==> src/rtl/synchronous_fifo.sv <==
// Single-clock FIFO with registered read data, occupancy count and reject-error pulses.
// Optional macro SYNC_FIFO_ERR_EN builds the wr_err/rd_err registers; otherwise both are tied low.
module synchronous_fifo #(
  parameter int DATA_WIDTH = 8,
  parameter int ADDR_WIDTH = 3
) (
  input  logic                  clk,
  input  logic                  rst_n,
  input  logic                  wr_en,
  input  logic [DATA_WIDTH-1:0] wr_data,
  input  logic                  rd_en,
  output logic [DATA_WIDTH-1:0] rd_data,
  output logic                  empty,
  output logic                  full,
  output logic [ADDR_WIDTH:0]   data_cnt,
  output logic                  wr_err,
  output logic                  rd_err
);

  localparam int unsigned             DEPTH     = 2 ** ADDR_WIDTH;
  localparam logic [ADDR_WIDTH:0]     CNT_FULL  = {1'b1, {ADDR_WIDTH{1'b0}}};
  localparam logic [ADDR_WIDTH:0]     CNT_ONE   = 1;
  localparam logic [ADDR_WIDTH-1:0]   PTR_ONE   = 1;

  logic [DATA_WIDTH-1:0] mem_q [DEPTH];

  logic [ADDR_WIDTH-1:0] wr_ptr_q, wr_ptr_d;
  logic [ADDR_WIDTH-1:0] rd_ptr_q, rd_ptr_d;
  logic [ADDR_WIDTH:0]   data_cnt_q, data_cnt_d;
  logic [DATA_WIDTH-1:0] rd_data_q, rd_data_d;
  logic                  wr_acc, rd_acc;

  assign empty = (data_cnt_q == '0);
  assign full  = (data_cnt_q == CNT_FULL);

  // Acceptance uses pre-edge full/empty only: no pass-through when full or empty.
  assign wr_acc = wr_en && !full;
  assign rd_acc = rd_en && !empty;

  always_comb begin
    wr_ptr_d   = wr_ptr_q;
    rd_ptr_d   = rd_ptr_q;
    data_cnt_d = data_cnt_q;
    rd_data_d  = rd_data_q;
    if (wr_acc) wr_ptr_d = wr_ptr_q + PTR_ONE;
    if (rd_acc) begin
      rd_ptr_d  = rd_ptr_q + PTR_ONE;
      rd_data_d = mem_q[rd_ptr_q];
    end
    case ({wr_acc, rd_acc})
      2'b10:   data_cnt_d = data_cnt_q + CNT_ONE;
      2'b01:   data_cnt_d = data_cnt_q - CNT_ONE;
      default: data_cnt_d = data_cnt_q;
    endcase
  end

  always_ff @(posedge clk or negedge rst_n) begin
    if (!rst_n) begin
      wr_ptr_q   <= '0;
      rd_ptr_q   <= '0;
      data_cnt_q <= '0;
      rd_data_q  <= '0;
    end else begin
      wr_ptr_q   <= wr_ptr_d;
      rd_ptr_q   <= rd_ptr_d;
      data_cnt_q <= data_cnt_d;
      rd_data_q  <= rd_data_d;
    end
  end

  // Storage is deliberately not reset.
  always_ff @(posedge clk) begin
    if (wr_acc) mem_q[wr_ptr_q] <= wr_data;
  end

  assign rd_data  = rd_data_q;
  assign data_cnt = data_cnt_q;

`ifdef SYNC_FIFO_ERR_EN
  logic wr_err_q, wr_err_d;
  logic rd_err_q, rd_err_d;

  always_comb begin
    wr_err_d = wr_en && full;
    rd_err_d = rd_en && empty;
  end

  always_ff @(posedge clk or negedge rst_n) begin
    if (!rst_n) begin
      wr_err_q <= 1'b0;
      rd_err_q <= 1'b0;
    end else begin
      wr_err_q <= wr_err_d;
      rd_err_q <= rd_err_d;
    end
  end

  assign wr_err = wr_err_q;
  assign rd_err = rd_err_q;
`else
  assign wr_err = 1'b0;
  assign rd_err = 1'b0;
`endif

endmodule

==> config.mk <==
export PLATFORM = sky130hd
export DESIGN_NAME = synchronous_fifo
export DESIGN_NICKNAME = d
export VERILOG_FILES = /design/src/rtl/synchronous_fifo.sv
export SDC_FILE = /design/constraint.sdc
export NUM_CORES = 1
export LEC_CHECK = 0
export ABC_CLOCK_PERIOD_IN_PS = 2600
export CAP_MARGIN = 20
export CELL_PAD_IN_SITES_DETAIL_PLACEMENT = 0
export CELL_PAD_IN_SITES_GLOBAL_PLACEMENT = 1
export CORE_UTILIZATION = 48
export DETAILED_ROUTE_END_ITERATION = 8
export PLACE_DENSITY_LB_ADDON = 0.2
export SLEW_MARGIN = 10
export SYNTH_ARGS = -nofsm -noshare
export SYNTH_HDL_FRONTEND = slang
export SYNTH_SLANG_ARGS = --single-unit
==> constraint.sdc <==
create_clock -name clk -period 2.6 [get_ports clk]
set_clock_uncertainty 0.05 [all_clocks]
set_input_delay 0.52 -clock clk [delete_from_list [all_inputs] [get_ports clk]]
set_output_delay 0.52 -clock clk [all_outputs]
set_load 0.05 [all_outputs]
== Yosys cells after proc, flatten, opt, wreduce, memory -nomap -nowiden ==
Memory sizes are Yosys's and may differ from the RTL's. A register that Yosys moved wholly into a read port is not among the register bits.
Cells that the tools add are included.
W data, S select, Z words.

* Add/subtract/negate cells: 4
* Equal/unequal tests: 3
* Mux-type cells: 3
* Reductions and logical operators: 7

{| class="wikitable"
|+ Operators by type and width
! kind !! count
|-
| $pmux W4 S2 || 1
|-
| $add A3 B1 Y3 const B || 2
|-
| $add A4 B1 Y4 const B || 1
|-
| $eq A4 B4 Y1 const B || 1
|-
| $logic_not A4 Y1 || 1
|-
| $sub A4 B1 Y4 const B || 1
|-
| $logic_not A1 Y1 || 3
|-
| $eq A2 B1 Y1 const B || 1
|-
| $eq A2 B2 Y1 const B || 1
|-
| $logic_and A1 B1 Y1 || 2
|-
| $mux W1 || 2
|-
| $reduce_bool A2 Y1 || 1
|}

* Register bits: 10
* RAM bits: 64
* Input port bits: 12
* Output and inout port bits: 16
* Logic and storage cells: 21
* Memories: 1

{| class="wikitable"
|+ Memory list
! memory !! depth !! width !! read ports !! clocked after memory_dff !! wr ports !! line !! source
|-
| mem_q || 8 || 8 || 1 || 1 || 1 || 25 || <nowiki>logic [DATA_WIDTH-1:0] mem_q [DEPTH];</nowiki>
|}

== Logic depth before layout (Yosys ltp) ==
Gate-level depths: netlist of run 1.

* Word-level depth: 5
* Mapped depth: 10
* Depth with buffers taken out: 9

== Worst setup path before layout of run 1 ==
Ideal clock, no wire load.

* Path kind: register to output
* Start point: reg data_cnt_q[0] (netlist: data_cnt[0])
* End point: out empty
* Data arrival time: 2.306 ns
* Path slack: -0.276 ns
* Cell stages (with the launch flop): 3
* Path buffers: 1
* Cell sequence: dfrtp_1 -> buf_6 -> nor4_1

* Cells in the longest elaborated chain, start to end: 1

{| class="wikitable"
|+ Ends and longest elaborated chain
! item !! line !! source
|-
| start, declared || 29 || <nowiki>logic [ADDR_WIDTH:0] data_cnt_q, data_cnt_d;</nowiki>
|-
| start signal, assigned || 66 || <nowiki>data_cnt_q <= data_cnt_d;</nowiki>
|-
| $logic_not A4 Y1 || 33 || <nowiki>assign empty = (data_cnt_q == '0);</nowiki>
|-
| end, declared || 13 || <nowiki>output logic empty,</nowiki>
|}

No other way between the ends.

== Final worst setup path of run 1 ==
* Start point: reg data_cnt_q[0] (netlist: data_cnt[0])
* End point: out data_cnt[0]

{| class="wikitable"
|+ RTL lines
! item !! line !! source
|-
| end, declared || 15 || <nowiki>output logic [ADDR_WIDTH:0] data_cnt,</nowiki>
|}

No word-level cell between the ends.

==> results of run 1 <==
[area by class of cell]
cell class                      count  area (sq um)  share of cell area (%)
Clock inverter                      6          66.3                    1.65
Clock buffer                       10           128                    3.17
Inverter                            7          26.3                   0.652
Timing Repair Buffer               42           378                    9.38
Multi-Input combinational cell    123           936                    23.2
Tap cell                           96           120                    2.98
Sequential cell                    82          2370                    58.9
[kinds of logic (layout without fill, tap and decap cells)]
logic type | Yosys count | count (layout) | share of synthesized area [%]
multiplexers | 33 | 33 | 10.2
XOR/XNOR | 5 | 5 | 1.28
other | 1 | 2 | 0.109
adder cells (fa/ha/maj) | 6 | 6 | 2.41
buffers and inverters | 18 | 65 | 3.90
flip-flops | 82 | 82 | 69.1
AND/OR/NAND/NOR | 46 | 46 | 6.16
AO/OA/AOI/OAI | 31 | 31 | 6.82
[state kept, by name, summed over array words and instances, names as in the netlist]
| signal | count |
|---|---|
| rd_data | 8 |
| wr_ptr_q | 3 |
| rd_ptr_q | 3 |
| data_cnt | 4 |
| mem_q | 64 |
[worst max-delay path by stage]
stage | startpoint | end
floorplan | data_cnt[3]$_DFFE_PN0P_ | data_cnt[3]$_DFFE_PN0P_
global placement | wr_en | data_cnt[3]$_DFFE_PN0P_
detailed placement | wr_en | data_cnt[3]$_DFFE_PN0P_
CTS | data_cnt[0]$_DFFE_PN0P_ | empty
global route | data_cnt[1]$_DFFE_PN0P_ | data_cnt[3]$_DFFE_PN0P_
finish | data_cnt[0]$_DFFE_PN0P_ | data_cnt[0]
[layout by cell type, fill, tap and decap left out, drive strengths merged, types with 2 or more instances in the layout]
| cell | netlist | routed |
|---|---|---|
| edfxtp | 64 | 64 |
| nor4 | 2 | 2 |
| buf | 10 | 18 |
| conb | 1 | 2 |
| mux2 | 16 | 16 |
| a221o | 8 | 8 |
| xnor2 | 4 | 4 |
| nand2b | 5 | 5 |
| dfrtp | 18 | 18 |
| nand2 | 23 | 23 |
| o21ai | 11 | 11 |
| inv | 7 | 8 |
| o22ai | 8 | 8 |
| mux2i | 17 | 17 |
| nor2 | 7 | 7 |
| clkbuf | 1 | 10 |
| ha | 5 | 5 |
| clkdlybuf4s50 | 0 | 23 |
| clkinvlp | 0 | 3 |
| nor3 | 4 | 4 |
[Yosys cell counts (2+ instances only)]
library cell	count
edfxtp_1	64
nand2_1	23
dfrtp_1	18
mux2i_1	17
mux2_1	10
a221o_1	8
o21ai_1	8
o22ai_1	8
nor2_1	7
inv_1	6
mux2_2	6
ha_1	5
nand2b_1	5
nor3_1	4
xnor2_1	4
buf_4	3
buf_6	3
o21ai_0	3
buf_1	2
buf_12	2
nor4_1	2
[stage by stage]
step           hold slack, ns  cell area (sq um)
6_report                0.435               4030
5_1_grt                 0.476               4030
4_1_cts                 0.436               4030
3_5_place_dp            0.424               3830
3_3_place_gp            0.418               3830
2_1_floorplan           0.174               3440
[power groups by stage]
stage / registers [uW] / clock network [uW] / logic (uW)
3_3_place_gp: 1940 / 0 / 1870
2_1_floorplan: 2230 / 0 / 1080
4_1_cts: 1920 / 926 / 1890
6_report: 1920 / 905 / 1860
3_5_place_dp: 1950 / 0 / 1890
5_1_grt: 1960 / 987 / 2030
[layer usage]
layer	global-route usage, %	share of wire [%]	up-vias	wire length, microns
li1	-	-	919	-
met1	24.9	45	929	2770
met2	30.6	50	31	3060
met3	4.86	4.3	5	266
met4	6.36	1.1	0	69
met5	0	0	-	0
==> results.yml, run 1 <==
global_route:
  overflow: 0
  grt_pass1_wl_microns: 10100
  antenna_found_initial: 0
  grt_pass1_vias: 1923
  grt_max_degree: 29
  track_usage_pct: 18.9
sta:
  maxSlewViolCount: 0
  maxSlewHeadroom_pct: 46.4
  fin_crit_sh_pct: 90.7
  rsz0062_at_grt: "no"
  max_clock_freq_mhz: 424
  tns_ns: 0
  setup_viol: 0
  tightest_slew_ns: 0.802
  fin_ws_ns: 0.241
  fin_crit_ns: 2.36
  hold_violations: 0
job:
  maxCapViolCount: 0
die:
  dieArea_sq_um: 7490
  die_h_microns: 86.6
  die_width_microns: 86.6
  ios: 28
  start_util_pct: 50.0
  coreArea_sq_um: 6870
  rows: 30
critical_path:
  crit_path_start_kind: "flip-flop"
  r2r_end: "data_cnt[3]$_DFFE_PN0P_"
  crit_chain: "clkdlybuf4s50_1"
  end_kind: "output port"
  crit_cells: 1
  critical_path.max_stage_delay_ns: 0.88
  crit_family: "buffers and inverters"
  rr_startpoint: "data_cnt[1]$_DFFE_PN0P_"
  cp.arrival_ns: 1.79
  cp_max_fo: 7
  r2r_slack_ns: 0.30
  critical_path_class: "reg2out"
  r2r_cells: 7
  slowest_stage: "clkdlybuf4s50_1"
  cp_num_buf_inv: 1
  cp.required_ns: 2.03
routing:
  dr.pass1.iters: 4
  drcViolationCount: 0
  dr.first_iter.drc_count: 126
  dr_total_vias: 1884
  post_drt_via_cell_ratio: 5.15
  final_antenna_net_count: 0
  routed_wl_microns: 6170
  wl_per_cell_microns: 16.8
power:
  clockPowerShare_pct: 19.3
  power_density_nw_per_um2: 1160
  p_int_uw: 2900
  p_total_uw: 4680
  leakage_uw: 0.00150
  seq_power_share_pct: 40.9
  ir_drop_mv: 0.491
  pwr-share-comb_pct: 39.8
  power.switching_uw: 1790
  p_sw_share_pct: 38.1
yosys:
  ys_types: 35
  async_flop_share_pct: 22.0
  yosysSeqAreaShare_pct: 69.1
  synth_edf_count: 64
  syn_area_per_cell_sq_um: 15.5
  synth_top_area_share_pct: 56.0
  synth_cells: 222
  yosys_warnings: 0
  synth_area_sq_um: 3430
  synth_area_leaders: "edfxtp_1, dfrtp_1, mux2i_1"
  ys_ff_latch: 82
  synthFlopType: "edfxtp_1"
  synth_top_cell_by_area: "edfxtp_1"
finish:
  drive_gt1_share_pct: 16.3
  syn2layout_area_growth_pct: 17.4
  instances_no_fill: 366
  nets: 283
  nFillCells: 547
  postLayoutCoreUtil_pct: 58.7
  num_antenna_cells: 0
clock_tree:
  clk_latency_ns: 0.35
  cts_hold_buf: 0
  cts_root_buf: "clkbuf_8"
  postCtsSetupBuffers: 0
  post_cts_resized: 0
  numCtsBuffers: 9
  cts_tree: "yes"
  clk_pin_slew_worst_paths_ns: 0.08
  htree_levels: 3
  clockBufferDepth: 2
  clock_sinks: 82
place:
  portBuffers: 25
  place_inst: 350
  place_congestion: 0.722
  dp_hpwl_microns: 4250
  dpl_worst_slack_ns: -0.00482
outcome:
  status: "finished clean"
hold_path:
  hp-class: "in2async"
No activity file was read; power rests on OpenSTA's default activity.
==> inputs of run 2 (changes only) <==
Settings changed: ABC_AREA set to 0.
==> results of run 2 <==
Final layout, timing and power as in run 1 (identical DEF).
==> inputs of run 3 (changes only) <==
Settings changed: CORE_ASPECT_RATIO set to 2, SETUP_SLACK_MARGIN set to 0.3, SLEW_MARGIN 10 to not set.
==> run 3 against run 2 <==
Register-to-register slack improved by 0.14 ns. Final area up 3.2%. Clock power increased by 55%. Hold slack worse by 0.0058 ns. Worst setup slack gained 0.16 ns. Sequential cell count is the same. Sequential share of layout area is 1.8 points lower. Cell count down 3.0%. Sequential power about the same. Die area grew 0.26%. Via count fell by 0.48%. Critical endpoint unchanged. Largest cell class unchanged.
==> results.yml, run 3 (synthesis results as in run 1) <==
critical_path:
  cp_max_fo: 7
  cp.arrival_ns: 1.63
  critical_path.max_stage_delay_ns: 0.84
  r2r_cells: 7
  cp_num_buf_inv: 1
  crit_path_start_kind: "flip-flop"
  crit_chain: "clkdlybuf4s50_1"
  slowest_stage: "clkdlybuf4s50_1"
  cp.required_ns: 2.03
  r2r_end: "data_cnt[3]$_DFFE_PN0P_"
  critical_path_class: "reg2out"
  r2r_slack_ns: 0.44
  crit_family: "buffers and inverters"
  end_kind: "output port"
  rr_startpoint: "data_cnt[1]$_DFFE_PN0P_"
global_route:
  overflow: 0
  grt_util_met2_pct: 32.3
  grt_max_degree: 35
  antenna_found_initial: 0
  grt_pass1_vias: 1945
  track_usage_pct: 19.4
  grtUsageMet3_pct: 5.20
  grt_pass1_wl_microns: 9720
  top_usage_layer: "met2"
  met1_usage_pct: 20.7
finish:
  drive_gt1_share_pct: 17.0
  nets: 278
  multiInputGateArea_sq_um: 970
  num_antenna_cells: 0
  fin_area_sq_um: 4160
  largest-register: "mem_q"
  largest_reg_flops: 64
  final_cell_mix: "edfxtp_1, nand2_1, clkdlybuf4s50_1, mux2i_1, dfrtp_1"
  postLayoutCoreUtil_pct: 59.9
  nFillCells: 541
  layout_commonest_cell: "edfxtp_1"
  syn2layout_area_growth_pct: 21.1
  regArea_sq_um: 2380
die:
  ios: 28
  dieArea_sq_um: 7510
  die_width_microns: 61.8
  start_util_pct: 49.5
  die_h_microns: 122
  coreArea_sq_um: 6940
  rows: 43
hold_path:
  min_path_cells: 2
  hold_start: "rd_data[6]$_DFFE_PN0P_"
  hold_end: "rd_data[6]$_DFFE_PN0P_"
  hp-class: "reg2reg"
sta:
  hold_violations: 0
  setup_viol: 0
  tns_ns: 0
  max_clock_freq_mhz: 454
  whs_ns: 0.430
  tightest_slew_ns: 0.747
  maxSlewHeadroom_pct: 50.1
  fin_crit_sh_pct: 84.8
  rsz0062_at_grt: "no"
  fin_ws_ns: 0.396
  fin_crit_ns: 2.20
  maxSlewViolCount: 0
routing:
  final_antenna_net_count: 0
  dr.pass1.iters: 4
  post_drt_via_cell_ratio: 5.28
  wl_per_cell_microns: 17.2
  dr.first_iter.drc_count: 54
  routed_wl_microns: 6100
  drcViolationCount: 0
  dr_total_vias: 1875
clock_tree:
  htree_levels: 3
  clk_latency_ns: 0.33
  clock_sinks: 82
  cts_root_buf: "clkbuf_16"
  post_cts_resized: 1
  clockBufferDepth: 2
  clk_pin_slew_worst_paths_ns: 0.06
  numCtsBuffers: 9
  cts_tree: "yes"
  cts_hold_buf: 0
  postCtsSetupBuffers: 0
place:
  place_congestion: 0.768
  dp_hpwl_microns: 4100
  dpl_worst_slack_ns: 0.168
  portBuffers: 25
  place_area_sq_um: 3820
job:
  maxCapViolCount: 0
power:
  seq_power_share_pct: 37.2
  leakage_uw: 0.00153
  p_sw_share_pct: 34.3
  power.switching_uw: 1770
  p_int_uw: 3400
  pwr-share-comb_pct: 35.7
  clockPowerShare_pct: 27.1
  ir_drop_mv: 0.796
  power_density_nw_per_um2: 1240
outcome:
  status: "finished clean"
## run 3: power by group through the flow
stage	combinational, uW	clock [uW]	sequential, uW
after floorplan	1120	0	2230
after global placement	1860	0	1940
after detailed placement	1870	0	1950
after CTS	1880	1420	1920
after global routing	2020	1480	1970
final	1850	1400	1920
## run 3: how the worst max path moves through the flow
stage | start | end | slack [ns] | cells past startpoint
floorplan | data_cnt[1]$_DFFE_PN0P_ | data_cnt[3]$_DFFE_PN0P_ | 0.23 | 8
global placement | wr_en | data_cnt[3]$_DFFE_PN0P_ | 0.20 | 8
detailed placement | wr_en | data_cnt[3]$_DFFE_PN0P_ | 0.17 | 8
CTS | data_cnt[1]$_DFFE_PN0P_ | empty | 0.37 | 2
global route | data_cnt[1]$_DFFE_PN0P_ | data_cnt[3]$_DFFE_PN0P_ | 0.30 | 7
finish | data_cnt[0]$_DFFE_PN0P_ | data_cnt[0] | 0.40 | 1
## run 3: cell type report
| cell class | count | area share, % |
|---|---|---|
| inverter | 7 | 0.632 |
| timing repair buffer | 37 | 8.10 |
| multi-input combinational | 123 | 23.3 |
| clock inverter | 5 | 2.47 |
| sequential | 82 | 57.2 |
| tap | 90 | 2.71 |
| clock buffer | 11 | 5.60 |
## run 3: per-stage QoR
step,total power (uW),std cells
final,5170,355
after global routing,5460,355
after CTS,5220,355
after detailed placement,3820,339
after global placement,3810,339
after floorplan,3350,223
## run 3: layer usage
metal	share of wire (%)	vias up
met4	4.2	0
met3	3.3	17
met1	38	906
met5	0	-
met2	54	49
li1	-	903
